`src/rtl/count_capture_pkg.sv`:
```
// Shared constants and helpers for the count-capture timestamp FIFO.
package count_capture_pkg;

  localparam int                WIDTH_DEF = 8;
  localparam int                DROP_W    = 8;
  localparam logic [DROP_W-1:0] DROP_MAX  = 8'hFF;

  // Pointer index width for a power-of-two DEPTH (the wrap bit is added on top).
  function automatic int ptr_w(input int depth);
    return $clog2(depth);
  endfunction

endpackage

```
`src/rtl/count_capture_fifo_evt_sync_edge.sv`:
```
// Synchronises the asynchronous event line and emits a one-cycle pulse on its
// rising edge. The pulse is combinational from the last sync flop and the prev flop.
module evt_sync_edge #(
  parameter int SYNC_STAGES = 2
) (
  input  logic clk,
  input  logic rst,
  input  logic async_in,
  output logic rise_pulse
);

  logic [SYNC_STAGES-1:0] sync_q, sync_d;
  logic                   prev_q, prev_d;

  // Shift the raw line through the chain and remember the last synced level.
  always_comb begin
    sync_d = {sync_q[SYNC_STAGES-2:0], async_in};
    prev_d = sync_q[SYNC_STAGES-1];
  end

  // Chain and prev clear on reset, so a line held high across release gives one pulse.
  always_ff @(posedge clk) begin
    if (rst) begin
      sync_q <= '0;
      prev_q <= 1'b0;
    end else begin
      sync_q <= sync_d;
      prev_q <= prev_d;
    end
  end

  assign rise_pulse = sync_q[SYNC_STAGES-1] & ~prev_q;

endmodule

```
`src/rtl/count_capture_fifo.sv`:
```
// Timestamp capture FIFO: snapshots count_in on each rising edge of evt_in,
// drains over valid/ready, and flags/counts events dropped while full.
module count_capture_fifo
  import count_capture_pkg::*;
#(
  parameter int WIDTH       = WIDTH_DEF,
  parameter int DEPTH       = 4,
  parameter int SYNC_STAGES = 2
) (
  input  logic                     clk,
  input  logic                     rst,
  input  logic [WIDTH-1:0]         count_in,
  input  logic                     evt_in,
  output logic [WIDTH-1:0]         out_data,
  output logic                     out_valid,
  input  logic                     out_ready,
  output logic [$clog2(DEPTH):0]   level,
  output logic                     overflow,
  output logic [DROP_W-1:0]        drop_cnt,
  input  logic                     clr_ovf
);

  localparam int PW = ptr_w(DEPTH);
  localparam int LW = PW + 1;

  localparam logic [PW:0]       PTR_ONE  = 1;
  localparam logic [LW-1:0]     LVL_ONE  = 1;
  localparam logic [DROP_W-1:0] DROP_ONE = 1;

  logic [WIDTH-1:0]  mem_q [DEPTH];
  logic [WIDTH-1:0]  mem_d [DEPTH];
  logic [PW:0]       wr_ptr_q, wr_ptr_d;
  logic [PW:0]       rd_ptr_q, rd_ptr_d;
  logic [LW-1:0]     level_q, level_d;
  logic              ovf_q, ovf_d;
  logic [DROP_W-1:0] drop_q, drop_d;

  logic push, pop, full, wr_en, drop;

  evt_sync_edge #(
    .SYNC_STAGES (SYNC_STAGES)
  ) u_evt (
    .clk        (clk),
    .rst        (rst),
    .async_in   (evt_in),
    .rise_pulse (push)
  );

  // Full when indices match but the wrap bits differ.
  assign full      = (wr_ptr_q[PW] != rd_ptr_q[PW]) &&
                     (wr_ptr_q[PW-1:0] == rd_ptr_q[PW-1:0]);
  assign out_valid = (level_q != '0);
  assign pop       = out_valid & out_ready;
  // A pop in the same cycle frees the slot, so a push into a full FIFO still lands.
  assign wr_en     = push & (~full | pop);
  assign drop      = push & full & ~pop;

  // Next-state for storage, pointers, level and the loss-reporting registers.
  always_comb begin
    mem_d    = mem_q;
    wr_ptr_d = wr_ptr_q;
    rd_ptr_d = rd_ptr_q;
    level_d  = level_q;
    ovf_d    = ovf_q;
    drop_d   = drop_q;

    if (wr_en) begin
      mem_d[wr_ptr_q[PW-1:0]] = count_in;
      wr_ptr_d                = wr_ptr_q + PTR_ONE;
    end
    if (pop) rd_ptr_d = rd_ptr_q + PTR_ONE;

    case ({wr_en, pop})
      2'b10:   level_d = level_q + LVL_ONE;
      2'b01:   level_d = level_q - LVL_ONE;
      default: level_d = level_q;
    endcase

    // A drop in the clear cycle wins: the count restarts at one instead of zero.
    if (drop) begin
      ovf_d = 1'b1;
      if (clr_ovf)               drop_d = DROP_ONE;
      else if (drop_q != DROP_MAX) drop_d = drop_q + DROP_ONE;
    end else if (clr_ovf) begin
      ovf_d  = 1'b0;
      drop_d = '0;
    end
  end

  // Register everything; reset also clears storage so out_data reads zero.
  always_ff @(posedge clk) begin
    if (rst) begin
      for (int i = 0; i < DEPTH; i++) mem_q[i] <= '0;
      wr_ptr_q <= '0;
      rd_ptr_q <= '0;
      level_q  <= '0;
      ovf_q    <= 1'b0;
      drop_q   <= '0;
    end else begin
      mem_q    <= mem_d;
      wr_ptr_q <= wr_ptr_d;
      rd_ptr_q <= rd_ptr_d;
      level_q  <= level_d;
      ovf_q    <= ovf_d;
      drop_q   <= drop_d;
    end
  end

  assign out_data = mem_q[rd_ptr_q[PW-1:0]];
  assign level    = level_q;
  assign overflow = ovf_q;
  assign drop_cnt = drop_q;

endmodule

```
`config.mk`:
```
export PLATFORM = sky130hd
export DESIGN_NAME = count_capture_fifo
export DESIGN_NICKNAME = d
export VERILOG_FILES = /design/src/rtl/count_capture_pkg.sv /design/src/rtl/count_capture_fifo_evt_sync_edge.sv /design/src/rtl/count_capture_fifo.sv
export SDC_FILE = /design/constraint.sdc
export NUM_CORES = 1
export LEC_CHECK = 0
export ABC_AREA = 1
export BUFFER_PORTS_ARGS = -buffer_cell sky130_fd_sc_hd__buf_2
export CAP_MARGIN = 20
export CORE_ASPECT_RATIO = 1.2
export CORE_MARGIN = 4
export CORE_UTILIZATION = 55
export CTS_CLUSTER_SIZE = 14
export DETAILED_ROUTE_END_ITERATION = 7
export HOLD_SLACK_MARGIN = 0.02
export PLACE_DENSITY_LB_ADDON = 0.3
export SLEW_MARGIN = 25
export SYNTH_ARGS = -nofsm -noshare
export SYNTH_HDL_FRONTEND = slang
export SYNTH_HIERARCHICAL = 1
export SYNTH_SLANG_ARGS = --single-unit
```
`constraint.sdc`:
```
create_clock -name clk -period 6.4 [get_ports clk]
set_input_delay 0.96 -clock clk [delete_from_list [all_inputs] [get_ports clk]]
set_output_delay 0.96 -clock clk [all_outputs]
set_load 0.005 [all_outputs]
```
Word-level counts from Yosys, hierarchy flattened
Cells that the tools add are included.
{ "word_totals": {"ff_bits": 53, "input_bits": 13, "output_inout_bits": 21, "word_cells": 55} }
{ "op_classes": {"addsub": 5, "n_lt_le_gt_ge": 3, "eq_ne": 5, "n_mux": 13, "n_bitwise": 11, "n_reduce_logical": 7} }
{ "op_table": {"columns": ["operator", "n"], "rows": [
  ["$mux W8", 7],
  ["$bwmux W32", 1],
  ["$bmux W8 S2", 1],
  ["$demux W8 S2", 1],
  ["$add A3 B1 Y3 const B", 3],
  ["$add A8 B1 Y8 const B", 1],
  ["$ne A8 B8 Y1 const B", 1],
  ["$ge A3 B3 Y1 const B", 2],
  ["$not A2 Y3", 2],
  ["$pmux W3 S2", 1],
  ["$reduce_bool A2 Y1", 3],
  ["$and A1 B1 Y1", 5],
  ["$lt A3 B1 Y1 const B", 1],
  ["$not A1 Y1", 3],
  ["$reduce_bool A3 Y1", 1],
  ["$sub A3 B1 Y3 const B", 1],
  ["$eq A2 B1 Y1 const B", 1],
  ["$eq A2 B2 Y1", 1],
  ["$eq A2 B2 Y1 const B", 1],
  ["$logic_and A1 B1 Y1", 2],
  ["$mux W1", 2],
  ["$reduce_and A2 Y1", 1],
  ["$ne A1 B1 Y1", 1],
  ["$or A1 B1 Y1", 1]
]} }

Depth between registers and ports, before layout
Gate-level depths: netlist of the first run.
{ "depth": {"ltp_word": 7, "depth_mapped": 14, "mapped_depth_nobuf": 13} }

Cells and area by module
Netlist of the first run, hierarchy kept.
{ "by_module_without_submodules": {"columns": ["mod", "n_inst", "cells_per_inst", "area_each_um2", "seq_area_each_um2"], "rows": [
  ["count_capture_fifo", 1, 333, 2590.0, 1001.0],
  ["evt_sync_edge", 1, 10, 86.3, 60.1]
]} }

Worst setup path after synthesis of the first run
OpenSTA, ideal clock, no wires.
{ "synth_timing": {"path_type": "input-to-reg", "start": "input port out_ready", "end": "register level_q[2], in the netlist level[2]", "setup_ps": 122, "arrival_time_ps": 2215, "required_time_ps": 6278, "path_slack_ps": 4063, "stages": 10, "n_path_buf": 0, "path_cell_list": "nand2_4 > nand3_4 > nand2_8 > ha_1 > inv_1 > fa_1 > a21oi_1 > o21ai_0 > o21ai_0 > a21oi_1"} }
{ "synth_between": {"elab_chain_cells": 5} }
{ "synth_rtl": {"columns": ["item", "line", "source"], "rows": [
  ["start: declaration", "count_capture_fifo.sv:16", "input logic out_ready,"],
  ["$and A1 B1 Y1 *", "count_capture_fifo.sv:53", "assign pop = out_valid & out_ready;"],
  ["$or A1 B1 Y1", "count_capture_fifo.sv:55", "assign wr_en = push & (~full | pop);"],
  ["$and A1 B1 Y1", "count_capture_fifo.sv:55", null],
  ["$eq A2 B1 Y1 or $eq A2 B2 Y1 (tied branches)", "count_capture_fifo.sv:73", "case ({wr_en, pop})"],
  ["$pmux W3 S2 or $reduce_bool A2 Y1 (tied branches)", null, null],
  ["end signal: assignment", "count_capture_fifo.sv:103", "level_q <= level_d;"],
  ["end: declaration", "count_capture_fifo.sv:34", "logic [LW-1:0] level_q, level_d;"]
]} }
Every way passes the cells marked *; elsewhere a longest branch is shown, timed or not.
A chain may end at the register's enable or synchronous reset.

Final worst setup path of the first run
{ "layout_timing": {"start": "register rd_ptr_q[0]", "end": "output port out_data[1]"} }
{ "layout_between": {"elab_chain_cells": 4} }
{ "layout_rtl": {"columns": ["item", "line", "source"], "rows": [
  ["start: declaration", "count_capture_fifo.sv:33", "logic [PW:0] rd_ptr_q, rd_ptr_d;"],
  ["start signal: assignment", "count_capture_fifo.sv:102", "rd_ptr_q <= rd_ptr_d;"],
  ["$not A2 Y3 (not written as such)", "count_capture_fifo.sv:109", "assign out_data = mem_q[rd_ptr_q[PW-1:0]];"],
  ["$bmux W8 S2", "count_capture_fifo.sv:109", null],
  ["$mux W8 (not written as such) (2 in series)", "count_capture_fifo.sv:109", null],
  ["end: declaration", "count_capture_fifo.sv:14", "output logic [WIDTH-1:0] out_data,"]
]} }
No other way between the ends. The select of a mux whose other input is x is not followed.

==> flow_results.org, run 1 <==
** Clock tree
- CTS built an H-tree with a depth of 2.
- Post-CTS repair changed the size of 0 cells.
- Clock tree synthesis inserted a total of 5 buffers.
- Clock Sinks :: between 50 and 60
- Buffers from clock root to sink, at most :: 2
- For this design, the CTS-stage hold fixing added 0 buffers.
- Clock Root Buffer :: clkbuf_8
- In this run the post-CTS setup repair buffer count came out at 0.
- Clock slew at the register clock pins of the worst setup and hold paths :: about 90 ps
- CTS tree :: done
- Clock insertion delay at the later pin of the skew report :: 300 ps

** Worst setup path
- Category of the worst setup path capture point :: primary output
- Master of the slowest instance on the critical path :: dfxtp_1
- In this design, the stage delay of the slowest critical-path cell is about 830 ps.
- Critical path required time :: approximately 5400 ps
- The signal on the critical path passes through o21ai_0 > o22ai_1 > buf_2.
- Largest fanout on the critical path :: 19
- End of the worst register-to-register path :: level[2]
- By startpoint and endpoint, the worst setup path is classified as reg2out.
- For flop-to-flop paths, the worst setup slack is around 3800 ps.
- Launch instance of the worst register-to-register path :: rd_ptr_q[0]
- Worst path bufs/invs :: 1
- Nature of the critical path startpoint :: register
- Broken down by cell family, the worst path's largest delay share belongs to flip-flops.
- Data on the critical path arrives at its endpoint at between 1500 and 2000 ps.
- R2R depth :: 13

** Routing
- In the routed layout, each cell is associated on average with a via count of ~5.6.
- ANT nets after route :: 0
- The final layout contains routed wiring with a total length of just under 6 mm.
- The first detailed-routing pass took 4 iterations.
- Dividing the detail-routed wire length by the instance count gives ~14 µm.
- Initial DRC count :: a little over 200
- Total vias in the final route :: 2378
- Drt drc :: 0

** Finish
- Layout area overhead :: 6.732%
- Of the cells placed in the final design, the portion with a size suffix greater than 1 is 0.1803.
- The repair_antennas step left the layout with diodes totalling 0.
- Across the whole layout, storage elements account for between 1000 and 1500 µm².
- Number of fill cells :: ~440
- Post-route insts no fill :: between 400 and 500
- The final layout contains slightly below 400 nets.
- Area of the multi-input gates :: 1368 µm²
- In the layout the commonest cells are 56 x nand2_1, 53 x dfxtp_1, 48 x a21oi_1, 46 x nand3_1, 33 x buf_2.
- Leaving out fill and tap cells, the most frequent cell in the layout is nand2_1.
- Post-layout utilization of the core :: 0.6127

** STA
- Accumulated negative setup slack :: 0 ps
- Worst-case hold slack :: about 430 ps
- Slew at the pin closest to its max-slew limit :: 802.1 ps
- Headroom to the max-slew limit came out at 0.4653.
- The final count of hold timing violations came to 0.
- The total count of max-transition violations in the final report is 0.
- Final number of setup-violating endpoints :: 0
- Static timing analysis puts the maximum clock frequency at roughly 0.37 GHz.
- For the final database, setup skew stands at approximately 5.7 ps.
- Setup repair after global routing left no endpoint under its margin.
- The worst path needs 2668 ps of the cycle, external delays included.
- Dividing the final minimum period by the clock period gives 0.4169.

** Global routing
- Entering global routing, the biggest net connects 45 pins.
- Initial antenna violation count :: 0
- The first global-routing pass estimated 9.846 mm of wire.
- Via count of the first global-routing pass :: 2194
- Global-route congestion overflow total :: 0
- Across every metal layer, demand over resource in global routing totals 0.1995.

** Synth
- The Yosys step of the flow raised 6 warnings.
- Area of the mapped netlist :: 2676 µm²
- Register bit count reported by yosys :: 53
- Primary FF master, synth :: dfxtp_1
- The cell count after synthesis came out at 343.
- Of the synthesized area, sequential elements account for 0.3964.
- For this run, asynchronously set or reset flops after synthesis account for 0.
- Post-synthesis cell type with the largest combined area :: dfxtp_1
- Mean instance size in the synthesized netlist :: ~8 µm²
- Number of enable-type register cells in the synthesized netlist :: 0
- Area share of the largest cell type after synthesis :: 0.3964
- Synthesized Nets :: 364
- Count of unique library cells instantiated by Yosys :: 34
- Ranking of synthesized cells by area :: dfxtp_1 40%, a21oi_1 9.0%, nand3_1 8.6%

** Outcome
- Outcome :: completed

** Placed design
- Global placer's final weighted congestion :: about 0.76
- Number of buffers added on ports :: 33
- Placed cell count :: between 400 and 500
- DP Wirelength :: slightly below 4 mm

** Floorplan
- After floorplanning, the core was divided into 27 placement rows.
- Die span in y :: around 84 µm
- I/O pin count :: 34
- In this run the standard cell core region covers ~4700 µm².
- The initial utilization of the core area, before any placement, comes to 0.5741.
- The die covers slightly above 6000 µm².
- From left edge to right edge, the die measures between 70 and 80 µm.

** Power
- VDD sags by at most 0.1666 mV.
- Static Leakage :: between 1 and 1.5 nW
- Power per Cell Area :: roughly 230 nW/µm²

** Hold path
- Along the worst hold path, the cell count comes to 2.
- In this run the worst hold path is classified as reg2reg.
- Worst hold path startpoint :: u_evt/sync_q[0]
- Sink of the worst hold path :: u_evt/sync_q[1]

** Job
- Across the run, the number of max-cap violations was 0.
[report_power, final]
| group | leakage [nW] | switching (W) | total, W | internal [W] |
|---|---|---|---|---|
| registers | 0.429 | 0.0000161 | 0.000355 | 0.000339 |
| clock network | 0.0399 | 0.000104 | 0.000176 | 0.0000723 |
| logic | 0.680 | 0.0000821 | 0.000129 | 0.0000471 |
[logic make-up after synthesis]
logic type               Yosys count  synth area share
adder cells (fa/ha/maj)            8           0.04020
buffers and inverters             41           0.09257
AO/OA/AOI/OAI                     81            0.1562
AND/OR/NAND/NOR                  160            0.3146
flip-flops                        53            0.3964
[through the flow]
stage | power, W | setup slack (ps) | instance area [µm²]
2_1_floorplan | 0.0004565 | 4063 | 2676
3_3_place_gp | 0.0004883 | 3872 | 2783
3_5_place_dp | 0.0004923 | 3809 | 2783
4_1_cts | 0.0006675 | 3741 | 2856
5_1_grt | 0.0006933 | 3527 | 2856
6_report | 0.0006605 | 3732 | 2856
[worst max-delay path by stage]
stage                           start          end  cells past startpoint
after floorplan             out_ready     level[2]                     10
after global placement      out_ready     level[2]                     11
after detailed placement  rd_ptr_q[0]     level[2]                     13
after CTS                 rd_ptr_q[0]  out_data[5]                      4
after global routing      rd_ptr_q[0]     level[2]                     13
final                     rd_ptr_q[0]  out_data[1]                      3
[cells in the mapped netlist (2+ instances only)]
master and count:
buf_2 3, buf_6 2, o21ai_0 24, nand3_1 46, buf_12 3, nand4_1 5
nor2_1 30, clkbuf_1 6, ha_1 7, nand3b_1 2, inv_2 5, a21oi_1 48
o22ai_1 8, nand2_2 2, nand2_4 10, inv_1 17, dfxtp_1 53, nand2_1 56
[metal layers]
layer  global-route usage  wire length [µm]
met5                    0                 0
met4              0.05470                50
met3              0.04790               487
met2               0.3211              2770
met1               0.2655              2634
[tightest hold or removal path: stages (launching register included)]
cell and delay, ps:
dfxtp_1 310, inv_1 50, nor2_1 30
[layout make-up]
type	instances	area share
clock inverters	1	0.001752
inverters	25	0.04074
flip-flops and latches	53	0.3714
clock buffers	5	0.02409
repair buffers	33	0.05782
multi-input cells	249	0.4788
well taps	58	0.02541
[state kept, by name (all words and copies together), names as in the netlist]
name / count
mem_q: 32
drop_cnt: 8
level: 3
rd_ptr_q: 3
wr_ptr_q: 3
u_evt/sync_q: 2
overflow: 1
u_evt/prev_q: 1
(Power assumes the default switching activity.)
==> inputs of run 2 (changes only) <==
--- a/config.mk
+++ b/config.mk
@@ -10,7 +10,7 @@
 export CAP_MARGIN = 20
 export CORE_ASPECT_RATIO = 1.2
 export CORE_MARGIN = 4
-export CORE_UTILIZATION = 55
+export CORE_UTILIZATION = 52
 export CTS_CLUSTER_SIZE = 14
 export DETAILED_ROUTE_END_ITERATION = 7
 export HOLD_SLACK_MARGIN = 0.02
==> constraint.sdc (replaced) <==
create_clock -name clk -period 2.15 [get_ports clk]
set_input_delay 0.3225 -clock clk [delete_from_list [all_inputs] [get_ports clk]]
set_output_delay 0.3225 -clock clk [all_outputs]
set_load 0.005 [all_outputs]
==> flow_results.org, run 2 (same netlist as run 1, synthesis figures left out) <==
** Outcome
- The run finished with clean final reports.

** Worst setup path
- The cell family contributing the most delay on the critical path is adder cells.
- At the worst endpoint, the arrival time is between 2000 and 2500 ps.
- Critical path required time :: between 2000 and 2500 ps
- Measured in cells, the most critical reg-to-reg path has a length of 13.
- Category of the worst setup path capture point :: register
- Largest fanout on the critical path :: 4
- Master of the slowest instance on the critical path :: fa_2
- Worst path cell trace :: inv_2 > nand2_1 > nand2_1 > nor2_4 > nand3_4 > nand2_8 > ha_1 > inv_1 > fa_2 > a21oi_2 > o21ai_1 > o21ai_1 > a21oi_1
- The critical path contains buffers and inverters numbering 2 combined.
- Delay of the slowest critical-path stage :: ~360 ps
- The worst setup path is of the reg2reg kind.
- Logic depth of the worst path, buffers included :: 13
- STA classifies the critical path startpoint as a register.

** Floorplan
- Initial core utilization :: 0.5380
- Horizontal extent of the die :: between 70 and 80 µm
- The floorplan step defined a core boundary enclosing 4975 µm².
- Full die area :: between 6000 and 7000 µm²
- Placement row count :: 28
- The die is slightly below 90 µm tall.
- I/O pin count :: 34

** Placed design
- Routability-driven placement finished with a final weighted congestion of slightly below 0.9.
- Worst slack at placement :: 76.94 ps
- Detailed placement finished with a half-perimeter wire length of between 4 and 5 mm.
- Port buffering added 33 buffers.

** Finish
- Layout cell share with drive strength beyond 1 :: 0.2133
- Total inserted antenna cells :: 0
- Post-layout utilization of the core :: 0.5903
- Most used cells in the layout excluding fill and tap cells :: 56 x nand2_1, 49 x dfxtp_1, 47 x a21oi_1, 46 x nand3_1, 33 x buf_2
- The register with the most flip-flops in the layout has 32 of them.
- The area growth from synthesis to layout is 9.724%.
- Leading cell type in the layout, fill and taps excluded :: nand2_1
- Most flop-heavy register :: mem_q
- Final #Nets :: about 400

** STA
- Layout Skew :: roughly 8.5 ps
- Final critical-path share of the clock period :: 0.9060
- Count of endpoints failing hold in the final timing report :: 0
- The total count of max-transition violations in the final report was 0.
- Max Freq :: between 0.5 and 0.6 GHz
- At the pin with the least slew margin, the transition time is around 500 ps.
- Slew Limit Headroom :: 0.6571
- Accumulated negative setup slack :: 0 ps
- Crit path time final :: about 1900 ps
- Setup violations remaining at the end of the flow were counted as 0.
- Least setup slack across all paths after layout :: 202.2 ps

** Global routing
- All-layer global routing usage :: 0.2027
- Initial antenna violation count :: 0
- The first global-routing pass estimated 10.17 mm of wire.
- Entering global routing, the biggest net connects roughly 40 pins.
- The number of global-route vias before repair came to 2170.
- After global routing the overflow that remains totals 0.

** Routing
- Average wire per cell in the routed design :: 13.79 µm
- ANT nets after route :: 0
- Via count normalized by instance count :: 5.531
- Total vias in the final route :: 2406
- Drt drc :: 0
- Before antenna repair, the detailed router went through 4 iterations.
- After detailed routing, the total wire length is 5.999 mm.
- For this block, the initial DRC count from the detailed router was 130.

** Clock tree
- The clock passes through at most 2 buffers.
- Counting the buffers created by CTS gives 5.
- After clock tree synthesis, the clock-pin slew on the worst setup and hold paths is around 90 ps.
- CTS tree :: done
- Number of buffers inserted to repair setup after CTS :: 0
- Clock Sinks :: 53
- Clock insertion delay at the later pin of the skew report :: 310 ps
- H-Tree Level Count :: 2
- The tree is rooted in a clkbuf_8.

** Hold path
- WHS Path Cells :: 3
- Min-Delay Path Class :: in2reg

** Power
- Dividing total power by cell area gives a power density of roughly 690 nW/µm².
- Worst ir drop on vdd :: between 0.5 and 0.6 mV
- Power comes to roughly 0.0020 W.
- The analysis attributes to cell leakage a power of ~1.2 nW.

** Job
- Across the run, the number of max-cap violations was 0.
[run 2: cell types whose count changed in the layout (fill, tap and decap cells not counted), sizes merged]
cell | previous run | this run
buf | 33 | 40
clkinvlp | 0 | 2
clkbuf | 5 | 6
clkinv | 1 | 0
[run 2: path summary, 6_finish.rpt]
check | from | to | slack, ps
setup / recovery | wr_ptr_q[2] | level[2] | 200
hold / removal | evt_in | u_evt/sync_q[0] | 220
setup reg to reg | wr_ptr_q[2] | level[2] | 200
hold reg to reg | u_evt/sync_q[0] | u_evt/sync_q[1] | 410
[run 2: final cells by class]
cell class | count | area (µm²)
clock buffer | 6 | 72.57
clock inverter | 2 | 15.01
fill | 478 | 2038
inverter | 25 | 116.4
multi-input combinational | 249 | 1374
sequential | 53 | 1066
tap | 60 | 75.07
timing repair buffer | 40 | 217.7
[run 2: layer usage]
metal | part of all wire | wire length, µm | track usage
met1 | 0.44 | 2612 | 0.2639
met2 | 0.49 | 2923 | 0.3290
met3 | 0.061 | 366 | 0.04060
met4 | 0.016 | 97 | 0.07414
met5 | 0 | 0 | 0
[run 2: through the flow]
stage / hold slack [ps] / instances / area (µm²)
CTS: 211.9 / 435 / 2925
detailed placement: 401.8 / 427 / 2838
floorplan: 388.3 / 343 / 2676
global route: 222.2 / 435 / 2937
finish: 217.9 / 435 / 2937
global placement: 400.9 / 427 / 2838
[run 2: where the power goes]
part	switching [W]	internal (W)	total, W
Clock	0.000326	0.000230	0.000556
Sequential	0.0000285	0.00101	0.00104
Combinational	0.000278	0.000161	0.000439
Total	0.000632	0.00140	0.00203
[run 2: repair_timing]
| item | 4_1_cts | 5_1_grt |
|---|---|---|
| hold buffers | 0 | 0 |
| setup endpoints to repair | 0 | 1 |
| gates resized for setup | 0 | 8 |
[run 2: worst min-delay path, cell delays in order]
cell and delay (ps):
buf_2 70, inv_1 30, nor2_1 60
==> inputs of run 3 (changes only) <==
--- a/config.mk
+++ b/config.mk
@@ -10,7 +10,8 @@
 export CAP_MARGIN = 20
 export CORE_ASPECT_RATIO = 1.2
 export CORE_MARGIN = 4
-export CORE_UTILIZATION = 52
+export CORE_UTILIZATION = 54
+export CTS_BUF_LIST = sky130_fd_sc_hd__clkbuf_8
 export CTS_CLUSTER_SIZE = 14
 export DETAILED_ROUTE_END_ITERATION = 7
 export HOLD_SLACK_MARGIN = 0.02
==> flow_results.org, run 3 (same netlist as run 1, synthesis figures left out) <==
** Clock tree
- CTS tree :: done
- Total clock buffers created by CTS :: 5
- CTS placed an instance of clkbuf_8 at the clock tree root.
- Clock slew at the register clock pins of the worst setup and hold paths :: 90 ps
- Clock Sinks :: 53
- For the worst-skew pair, the clock arrives at the later sink with an insertion delay of about 320 ps.
- H-Tree Level Count :: 2
- Number of buffers inserted to repair setup after CTS :: 0
- Number of hold-repair buffers added at the cts stage :: 0
- Buffers from clock root to sink, at most :: 2

** Placed design
- Input and output buffers added on the ports amount to 33.
- Global placer's final weighted congestion :: ~0.90
- DP Wirelength :: between 4 and 5 mm

** STA
- On the final layout, the worst hold slack is approximately 210 ps.
- The total count of max-transition violations in the final report was 0.
- Slew Limit Headroom :: 0.6602
- Final number of setup-violating endpoints :: 0
- For this run, the top clock speed supported by timing is about 0.5 GHz.
- Accumulated negative setup slack :: 0 ps
- Final critical-path share of the clock period :: 0.9188
- For the final database, setup skew stands at ~13 ps.
- Counting I/O delays and the setup requirement, the final critical path takes between 1500 and 2000 ps.
- Setup repair after global routing left no endpoint under its margin.
- The final count of hold timing violations was 0.
- For the pin with the worst max-slew slack, the measured transition is 509.7 ps.

** Routing
- In the routed layout, each cell is associated on average with a via count of about 5.6.
- Detailed routing inserted a total of about 2400 vias.
- Initial DRC count :: 177
- For this run, design rule violations remaining after detail routing come to 0.
- Dividing the detail-routed wire length by the instance count gives about 14 µm.
- After detailed routing, the total wire length is slightly above 6 mm.
- The first TritonRoute pass finished after 4 iterations.
- ANT nets after route :: 0

** Power
- Worst ir drop on vdd :: 0.6032 mV
- Total power consumption of the routed design :: 0.002154 W
- The analysis attributes to cell leakage a power of about 1.2 nW.
- Power per Cell Area :: 730.1 nW/µm²

** Worst setup path
- Arrival time at the worst endpoint :: around 2200 ps
- Critical path class :: reg2reg
- Nature of the critical path startpoint :: register
- STA puts the critical path data required time at roughly 2400 ps.
- Category of the worst setup path capture point :: register
- In this run the worst path has a maximum fanout of 5.

** Hold path
- The path class of the tightest hold or removal check is in2reg.

** Finish
- Of the cells placed in the final design, the portion with a size suffix greater than 1 is 0.2086.
- Once layout is complete, the utilization of the core stands at 0.6283.
- Leaving out fill and tap cells, the most frequent cell in the layout is nand2_1.
- At the end of the flow, the number of nets in the layout was about 400.
- Total inserted antenna cells :: 0
- Leaving out fill and tap cells, the most frequent cells in the layout are 56 x nand2_1, 49 x dfxtp_1, 48 x a21oi_1, 46 x nand3_1, 33 x buf_2.
- The register with the most flip-flops in the layout has 32 of them.
- Most flop-heavy register :: mem_q
- From synthesis to final layout, the design area changed by 10.24%.

** Global routing
- Global-route congestion overflow total :: 0
- Via count of the first global-routing pass :: 2253
- Wire length of the first global-routing pass :: 10.44 mm
- All-layer global routing usage :: 0.2118
- Largest net degree at the start of global routing :: 38
- Initial antenna violation count :: 0

** Floorplan
- In this run the count of I/O pins placed on the die edge is 34.
- The floorplan has 27 rows.
- The initial utilization of the core area, before any placement, comes to 0.5699.
- Full die area :: approximately 6200 µm²
- Measured along the x axis, the die boundary spans between 70 and 80 µm.
- The floorplan step defined a core boundary enclosing about 4700 µm².
- The die is 85.12 µm tall.

** Job
- Max-cap violations in this run came to 0.

** Outcome
- Outcome :: completed
==> run 3: cell types whose count changed in the layout (fill, tap and decap cells not counted), sizes merged <==
cell / previous run / this run
inv: 25 / 26
clkbuf: 6 / 5
bufinv: 0 / 1
clkinvlp: 2 / 0
==> run 3: worst max-delay path, stage by stage (launching register included) <==
cell and delay (ps):
dfxtp_4 380, inv_2 70, nand2_2 80, nand2_4 60
nor2_4 110, nand3_4 100, nand2_8 60, ha_1 130
inv_1 70, fa_1 390, a21oi_1 160, o21ai_1 90
o21ai_1 120, a21oi_1 50
==> run 3: power breakdown <==
part	switching [W]	internal [W]	total (W)	leakage [nW]
Combinational	0.000278	0.000160	0.000439	0.714
Clock	0.000334	0.000345	0.000679	0.0546
Sequential	0.0000266	0.00101	0.00104	0.431
Total	0.000639	0.00152	0.00215	1.20
==> run 3: per-layer routing <==
metal	up-vias	wire length (µm)	GRT usage
met4	0	99	0.06667
met1	1109	2660	0.2635
met2	68	3061	0.3587
li1	1221	-	-
met3	7	363	0.04739
met5	-	0	0
==> run 3: repair_timing <==
| item | CTS | global route |
|---|---|---|
| resized for setup | 0 | 7 |
| endpoints found under the hold margin | 0 | 0 |
| setup endpoints to repair | 0 | 1 |
==> run 3: stage by stage <==
| stage | instances | setup WS [ps] | instance area, µm² |
|---|---|---|---|
| after floorplan | 343 | 141.8 | 2676 |
| after global placement | 425 | 128.4 | 2835 |
| after detailed placement | 425 | 37.38 | 2835 |
| after CTS | 432 | 19.01 | 2943 |
| after global routing | 432 | 27.14 | 2950 |
| final | 432 | 174.6 | 2950 |
==> run 3: final timing paths <==
check / endpoint / cells after the start / from / slack (ps)
worst max-delay path: level[2] / 13 / wr_ptr_q[0] / 170
worst min register to register: u_evt/sync_q[1] / 2 / u_evt/sync_q[0] / 420
worst max register to register: level[2] / 13 / wr_ptr_q[0] / 170
worst min-delay path: u_evt/sync_q[0] / 3 / evt_in / 210
==> run 3: layout make-up <==
cell class / instances / area [µm²]
fillers: 429 / 1745
multi-input cells: 249 / 1368
flip-flops and latches: 53 / 1069
repair buffers: 40 / 217.7
inverters: 25 / 116.4
well taps: 58 / 72.57
clock buffers: 5 / 68.82
clock inverters: 2 / 38.79
